**src/rtl/game_round_sequencer.sv**
```systemverilog
// rtl/game_round_sequencer.sv - round/attempt/score sequencer for the guessing game
// Owns the 1 s timebase, countdowns, button sync/edge detect and the VGA screen select.
module game_round_sequencer #(
    parameter int CLK_HZ     = 50_000_000,
    parameter int SHOW_SECS  = 3,
    parameter int INPUT_SECS = 10,
    parameter int MAX_TRIES  = 3,
    parameter int ROUNDS     = 5,
    parameter int SCORE_W    = 4
) (
    input  logic               clk,
    input  logic               reset,
    input  logic               start_i,
    input  logic               button_i,
    input  logic               guess_ok_i,
    output logic [2:0]         screen_o,
    output logic [3:0]         sec_left_o,
    output logic [2:0]         tries_left_o,
    output logic [3:0]         round_num_o,
    output logic [SCORE_W-1:0] score_o,
    output logic               load_secret_o,
    output logic               busy_o,
    output logic               game_over_o
);

    localparam int                PW        = (CLK_HZ > 1) ? $clog2(CLK_HZ) : 1;
    localparam logic [PW-1:0]     PRESC_MAX = PW'(CLK_HZ - 1);
    localparam logic [3:0]        SHOW_N    = 4'(SHOW_SECS);
    localparam logic [3:0]        INPUT_N   = 4'(INPUT_SECS);
    localparam logic [2:0]        TRIES_N   = 3'(MAX_TRIES);
    localparam logic [3:0]        ROUNDS_N  = 4'(ROUNDS);
    localparam logic [SCORE_W-1:0] SCORE_MAX = '1;

    typedef enum logic [2:0] {
        S_IDLE  = 3'd0,
        S_SHOW  = 3'd1,
        S_WAIT  = 3'd2,
        S_CHECK = 3'd3,
        S_WIN   = 3'd4,
        S_LOSE  = 3'd5,
        S_OVER  = 3'd6
    } state_t;

    state_t             state_q, state_d;
    logic [PW-1:0]      presc_q, presc_d;
    logic [3:0]         sec_q, sec_d;
    logic [2:0]         tries_q, tries_d;
    logic [3:0]         round_q, round_d;
    logic [SCORE_W-1:0] score_q, score_d;
    logic               load_q, load_d;
    logic [2:0]         screen_q, screen_d;
    logic               busy_q, busy_d;
    logic               over_q, over_d;
    logic               sync1_q, sync2_q, sync3_q;

    logic tick;
    logic last_tick;
    logic press;
    logic miss;

    assign tick      = (presc_q == PRESC_MAX);
    assign last_tick = tick && (sec_q == 4'd1);
    assign press     = sync2_q & ~sync3_q;

    always_comb begin
        state_d  = state_q;
        presc_d  = tick ? '0 : presc_q + PW'(1);
        sec_d    = sec_q;
        tries_d  = tries_q;
        round_d  = round_q;
        score_d  = score_q;
        load_d   = 1'b0;
        miss     = 1'b0;
        // Untimed states hold sec_left at 0, so the decrement never wraps there.
        if (tick && (sec_q != 4'd0)) begin
            sec_d = sec_q - 4'd1;
        end
        case (state_q)
            S_IDLE, S_OVER: begin
                if (start_i) begin
                    state_d = S_SHOW;
                    presc_d = '0;
                    sec_d   = SHOW_N;
                    tries_d = TRIES_N;
                    round_d = 4'd1;
                    score_d = '0;
                    load_d  = 1'b1;
                end
            end
            S_SHOW: begin
                if (last_tick) begin
                    state_d = S_WAIT;
                    presc_d = '0;
                    sec_d   = INPUT_N;
                end
            end
            S_WAIT: begin
                if (press) begin
                    state_d = S_CHECK;
                    presc_d = '0;
                    sec_d   = 4'd0;
                end else if (last_tick) begin
                    miss = 1'b1;
                end
            end
            S_CHECK: begin
                if (guess_ok_i) begin
                    state_d = S_WIN;
                    presc_d = '0;
                    sec_d   = SHOW_N;
                    if (score_q != SCORE_MAX) begin
                        score_d = score_q + SCORE_W'(1);
                    end
                end else begin
                    miss = 1'b1;
                end
            end
            S_WIN, S_LOSE: begin
                if (last_tick) begin
                    presc_d = '0;
                    if (round_q == ROUNDS_N) begin
                        state_d = S_OVER;
                        sec_d   = 4'd0;
                    end else begin
                        state_d = S_SHOW;
                        sec_d   = SHOW_N;
                        round_d = round_q + 4'd1;
                        tries_d = TRIES_N;
                        load_d  = 1'b1;
                    end
                end
            end
            default: begin
                state_d = S_IDLE;
                presc_d = '0;
                sec_d   = 4'd0;
            end
        endcase
        // A timeout and a wrong compare share the same consequence.
        if (miss) begin
            presc_d = '0;
            tries_d = tries_q - 3'd1;
            if (tries_q <= 3'd1) begin
                state_d = S_LOSE;
                sec_d   = SHOW_N;
            end else begin
                state_d = S_WAIT;
                sec_d   = INPUT_N;
            end
        end
    end

    always_comb begin
        screen_d = 3'b000;
        busy_d   = 1'b1;
        over_d   = 1'b0;
        case (state_d)
            S_IDLE:         busy_d   = 1'b0;
            S_SHOW:         screen_d = 3'b001;
            S_WAIT, S_CHECK: screen_d = 3'b010;
            S_WIN:          screen_d = 3'b011;
            S_LOSE:         screen_d = 3'b100;
            S_OVER: begin
                screen_d = 3'b101;
                busy_d   = 1'b0;
                over_d   = 1'b1;
            end
            default:        busy_d   = 1'b0;
        endcase
    end

    always_ff @(posedge clk) begin
        if (reset) begin
            state_q  <= S_IDLE;
            presc_q  <= '0;
            sec_q    <= 4'd0;
            tries_q  <= TRIES_N;
            round_q  <= 4'd0;
            score_q  <= '0;
            load_q   <= 1'b0;
            screen_q <= 3'b000;
            busy_q   <= 1'b0;
            over_q   <= 1'b0;
            sync1_q  <= 1'b0;
            sync2_q  <= 1'b0;
            sync3_q  <= 1'b0;
        end else begin
            state_q  <= state_d;
            presc_q  <= presc_d;
            sec_q    <= sec_d;
            tries_q  <= tries_d;
            round_q  <= round_d;
            score_q  <= score_d;
            load_q   <= load_d;
            screen_q <= screen_d;
            busy_q   <= busy_d;
            over_q   <= over_d;
            sync1_q  <= button_i;
            sync2_q  <= sync1_q;
            sync3_q  <= sync2_q;
        end
    end

    assign screen_o      = screen_q;
    assign sec_left_o    = sec_q;
    assign tries_left_o  = tries_q;
    assign round_num_o   = round_q;
    assign score_o       = score_q;
    assign load_secret_o = load_q;
    assign busy_o        = busy_q;
    assign game_over_o   = over_q;

endmodule

```
**config.mk**
```make
export PLATFORM = sky130hd
export DESIGN_NAME = game_round_sequencer
export DESIGN_NICKNAME = d
export VERILOG_FILES = /design/src/rtl/game_round_sequencer.sv
export SDC_FILE = /design/constraint.sdc
export NUM_CORES = 1
export LEC_CHECK = 0
export ABC_AREA = 1
export CORE_ASPECT_RATIO = 1.2
export CORE_MARGIN = 1.5
export CORE_UTILIZATION = 58
export DETAILED_ROUTE_END_ITERATION = 8
export PLACE_DENSITY_LB_ADDON = 0.3
export SLEW_MARGIN = 5
export SYNTH_ARGS = -nofsm -noshare
export SYNTH_HDL_FRONTEND = slang
export SYNTH_SLANG_ARGS = --single-unit
```
**constraint.sdc**
```tcl
create_clock -name clk -period 2.2 [get_ports clk]
set_input_delay 0.44 -clock clk [delete_from_list [all_inputs] [get_ports clk]]
set_output_delay 0.44 -clock clk [all_outputs]
set_load 0.01 [all_outputs]
```
* After elaboration in Yosys (flattened, before gate mapping)
Cells that the tools add are included.
Cells by class: bitwise operators 2, $lt $le $gt $ge 1, add/subtract/negate cells 5, muxes and demuxes 49, eq/ne operators 24, reductions and logical operators 16
Operators by type and width (count):
- 26-bit 2-to-1 mux | 5
- 26-bit case mux with 4 select lines | 1
- 4-bit 2-to-1 mux | 14
- 3-bit 2-to-1 mux | 12
- 3-bit case mux with 5 select lines | 2
- 26-bit by 1-bit adder with 26-bit output (second input constant) | 1
- 26-bit == test (second input constant) | 1
- 4-bit case mux with 5 select lines | 1
- 3-bit == test (second input constant) | 6
- 4-bit case mux with 2 select lines | 2
- 3-bit by 2-bit == test with 1-bit output (second input constant) | 4
- 4-bit AND reduction | 3
- 2-bit != test (second input constant) | 5
- 3-bit != test (second input constant) | 3
- 4-bit by 1-bit adder with 4-bit output (second input constant) | 2
- 1-bit 2-to-1 mux | 8
- 2-bit OR reduction | 4
- 3-bit by 1-bit == test with 1-bit output (second input constant) | 2
- 3-bit case mux with 2 select lines | 1
- 5-bit OR reduction | 1
- 4-bit by 1-bit == test with 1-bit output (second input constant) | 1
- 4-bit by 3-bit == test with 1-bit output (second input constant) | 1
- 4-bit != test (second input constant) | 1
- 1-bit case mux with 2 select lines | 2
- 12 further kinds | 14
Storage, ports and cells: input bits 5, word-level logic and storage cells 110, bits in registers 53

* Logic depth before layout (Yosys ltp)
depth after elaboration 9, mapped depth 14

* Worst setup path after synthesis
No wires, ideal clock.
kind register to register, start point register presc_q[0], end point register round_q[3], in the netlist round_num_o[3], data required time 2.068 ns, arrival 1.664 ns, setup time 0.132 ns, path slack 0.404 ns, stages on the path, launching flop included 13, path buffers 0, cell sequence dfxtp_1 ha_1 nand2_2 nor2_8 nand3_2 nor2_1 nand3_2 inv_2 nand2_4 o21ai_4 inv_2 nor3_1 nor3_2
On the way: longest elaborated chain between the ends 4
RTL lines:
- start: declaration | RTL line 45 | logic [PW-1:0] presc_q, presc_d;
- start signal: assignment | RTL line 189 | presc_q <= presc_d;
- 26-bit == test | RTL line 61 | assign tick = (presc_q == PRESC_MAX);
- 1-bit logical AND | RTL line 62 | assign last_tick = tick && (sec_q == 4'd1);
- 2-bit != test (no line)
- 4-bit AND reduction (no line)
- end signal: assignment | RTL line 192 | round_q <= round_d;
- end: declaration | RTL line 48 | logic [3:0] round_q, round_d;
Every way passes these cells. A chain may end at the register's enable or synchronous reset.

* Final worst setup path
start point register presc_q[1], end point register round_q[3], in the netlist round_num_o[3]
Same word-level chain as after synthesis.

==> metrics.csv <==
stage,metric,value,unit
setup_path,worstSetupStartpoint,presc_q[1],
power_and_ir_drop,p_int,1.27,mW
sta,relSlewSlack,0.649,
cts,h-tree-depth,2,
setup_path,path_cells,ha_1 -> nand2_2 -> nor2_8 -> nand3_4 -> nor2_4 -> nand3_2 -> inv_2 -> nand2_4 -> o21ai_4 -> inv_2 -> nor3_1 -> nor3_2,
setup_path,r2r-start,presc_q[1],
logic_synthesis,yosysSeqAreaShare,0.348,
grt,antenna_found_initial,0,
route,ant_nets,0,
logic_synthesis,synth_cell_types,37,
route,via_per_inst,5.38,
cts,cts-root-buf,clkbuf_8,
power_and_ir_drop,power.density,487,nW/um^2
final_layout,drive_gt1_frac,0.145,
hold_path,hold_class,register to register,
power_and_ir_drop,peakVddDrop,0.301,mV
placement,dpl_cell_area,3390,um^2
logic_synthesis,ys.flop_type,dfxtp_1,
die,die_width,69.2,um
cts,clockBufferDepth,2,
route,met2_wirelength,3.72,mm
route,wl_met1,2.70,mm
die,die_area,5700,um^2
grt,grt_start_max_net_pins,19,
setup_path,crit_path_start_kind,register,
final_layout,nets,480,
setup_path,critPathMaxStageDelay,0.35,ns
sta,rsz0062_at_grt,false,
sta,final-hold-violation-count,0,
die,coreArea,5010,um^2
setup_path,arrival,2.16,ns
sta,fmax,507,MHz
sta,tightestPinTransition,0.523,ns
sta,setup_violations,0,
power_and_ir_drop,combinationalPowerShare,0.101,
logic_synthesis,synthArstFlopShare,0,
sta,period_minus_slack,1.97,ns
logic_synthesis,yosys_warnings,0,
outcome,status,"finished, final reports clean",
placement,hpwlAfterDp,5.35,mm
route,drtPass1Iterations,4,
placement,place.gp.congestion,0.908,
placement,numPlacedInstances,519,
power_and_ir_drop,power_frac_seq,0.582,
final_layout,antenna_cells,0,
setup_path,slowest_stage,dfxtp_1,
route,highest_layer,met4,
route,vias,2839,
grt,overflow,0,
setup_path,cp-end-kind,register,
logic_synthesis,syn-num-nets,445,
power_and_ir_drop,switching_share,0.257,
setup_path,critPathMostFrequentCell,inv_2,
setup_path,worstPathMaxFanout,6,
die,row_count,28,
route,drc,0,
cts,cts_tree,done,
setup_path,r2r_slack,0.23,ns
placement,dp_slack,0.0736,ns
die,die_y,82.4,um
setup_path,endpoint,round_num_o[3],
logic_synthesis,avgSynthCellArea,7.06,um^2
setup_path,rr_worst_depth,12,
final_layout,final_area,3500,um^2
sta,skew,0.00558,ns
route,wl_met3,156,um
cts,clock_latency,0.30,ns
sta,finalCritPeriodShare,0.897,
final_layout,fin_cells,528,
logic_synthesis,syn_area,3050,um^2
power_and_ir_drop,power.switching,0.439,mW
setup_path,worstSetupPathType,register to register,
sta,setup_slack,0.226,ns
placement,io_buffers,25,
grt,first_global_vias,2787,
logic_synthesis,synth_cells,432,
logic_synthesis,synth_edf_count,0,
grt,grt_pass1_wl,11.6,mm
setup_path,rr_endpoint,round_num_o[3],
sta,slew_violations,0,
grt,grt_util_all_layers,0.249,
cts,clkTransAtPathRegs,0.10,ns
cts,cts_sinks,53,
power_and_ir_drop,p_leak,1.49,nW
die,initial_utilization,0.609,
final_layout,area_growth,14.7,%
die,pin_count,26,
route,avgRoutedWirePerCell,12.8,um
sta,fin_setup_tns,0,ns
power_and_ir_drop,clockPowerShare,0.318,
logic_synthesis,ys_ff_latch,53,
cts,hold_buffers,0,
setup_path,worstPathRequired,2.38,ns
route,wirelength,6.74,mm
route,drtIter0Drc,211,
cts,numCtsBuffers,5,
flow_run,cap_violations,0,
[placed cells by master, fill, tap and decap left out, types with 3 or more instances in the layout]
cell / count
nand2_1: 82
inv_1: 56
o21ai_0: 14
nor3b_1: 4
nand2_4: 4
a211oi_1: 5
ha_1: 8
dfxtp_1: 52
xor2_1: 10
a21oi_1: 15
nor3_1: 27
nand4_1: 4
inv_2: 13
clkinv_2: 3
nand3_4: 3
nor2_4: 6
nor2_2: 7
nand3_2: 3
clkbuf_8: 5
nor3_2: 3
nand3_1: 28
nor2_1: 56
o21ai_1: 4
nor4_1: 3
clkdlybuf4s50_1: 25
buf_4: 5
nand2_2: 7
[cell families after synthesis]
logic type	Yosys count	share of synthesized area
simple gates	243	0.404
buf+inv	72	0.0915
flops	53	0.348
xor+xnor	11	0.0316
fa+ha+maj	8	0.0328
compound gates	45	0.0919
[cell type report]
class / count / area, um^2
repair buffers: 30 / 288
well taps: 60 / 75.1
clock buffers: 6 / 72.6
flip-flops and latches: 53 / 1060
clock inverters: 2 / 10.0
inverters: 70 / 264
multi-input cells: 307 / 1730
fillers: 421 / 1510
[through the flow]
step	hold WS [ns]	total power [mW]	util
3_3_place_gp	0.403	1.18	0.677
2_1_floorplan	0.388	1.13	-
6_report	0.411	1.71	0.699
3_5_place_dp	0.400	1.18	0.677
5_1_grt	0.442	1.77	0.699
4_1_cts	0.414	1.72	0.693
[critical path: cells and delay by family (launching register included)]
kind,cells,cell delay [ns]
DFF,1,0.35
AOI/OAI and AO/OA,1,0.09
buffers and inverters,2,0.24
and+or+nand+nor,8,0.97
adders and majority gates,1,0.18
[sequential cells by signal, summed over array words and instances (netlist names), 3 cells and up]
register and cells:
round_num_o 4, state_q 3, presc_q 26, tries_left_o 3, score_o 4, screen_o 3, sec_left_o 4
[power groups by stage]
stage                     combinational (mW)  sequential, mW  clock (mW)
final                                  0.171           0.992       0.542
after global routing                   0.193           0.995       0.586
after CTS                              0.172           0.991       0.553
after detailed placement               0.171            1.01           0
after global placement                 0.166            1.01           0
after floorplan                        0.110            1.02           0
[worst min-delay path by stage]
| stage | start | to | slack [ns] | cells after the start |
|---|---|---|---|---|
| floorplan | sync1_q | sync2_q | 0.39 | 2 |
| global placement | sync1_q | sync2_q | 0.40 | 2 |
| detailed placement | sync1_q | sync2_q | 0.40 | 2 |
| CTS | sync1_q | sync2_q | 0.41 | 2 |
| global route | sync1_q | sync2_q | 0.44 | 2 |
| finish | sync1_q | sync2_q | 0.41 | 2 |
[layer usage]
| layer | up-vias | GRT usage |
|---|---|---|
| met3 | 15 | 0.0316 |
| li1 | 1458 | - |
| met5 | - | 0 |
| met1 | 1323 | 0.258 |
| met4 | 0 | 0.110 |
| met2 | 43 | 0.506 |
[synthesized netlist by cell type, types with 4 or more instances]
master	n	area share
dfxtp_1	53	0.35
nor2_4	5	0.018
nor2_2	6	0.012
nand3_1	28	0.046
a211oi_1	5	0.012
xor2_1	10	0.029
inv_1	56	0.069
nor3b_1	4	0.0098
o21ai_0	14	0.023
nand2_1	82	0.10
nand4_1	4	0.0082
nor3_1	27	0.044
ha_1	8	0.033
nor2_1	58	0.071
o21ai_1	4	0.0066
nand2_4	4	0.015
a21oi_1	15	0.025
nand3_2	4	0.013
nand2_2	7	0.014
inv_2	13	0.016
[timing repair]
action	in CTS	in global routing
resized for setup	0	5
setup buffers	0	1
endpoints found under the hold margin	0	0
setup endpoints to repair	0	8
Power figures use the tool's default switching activity.
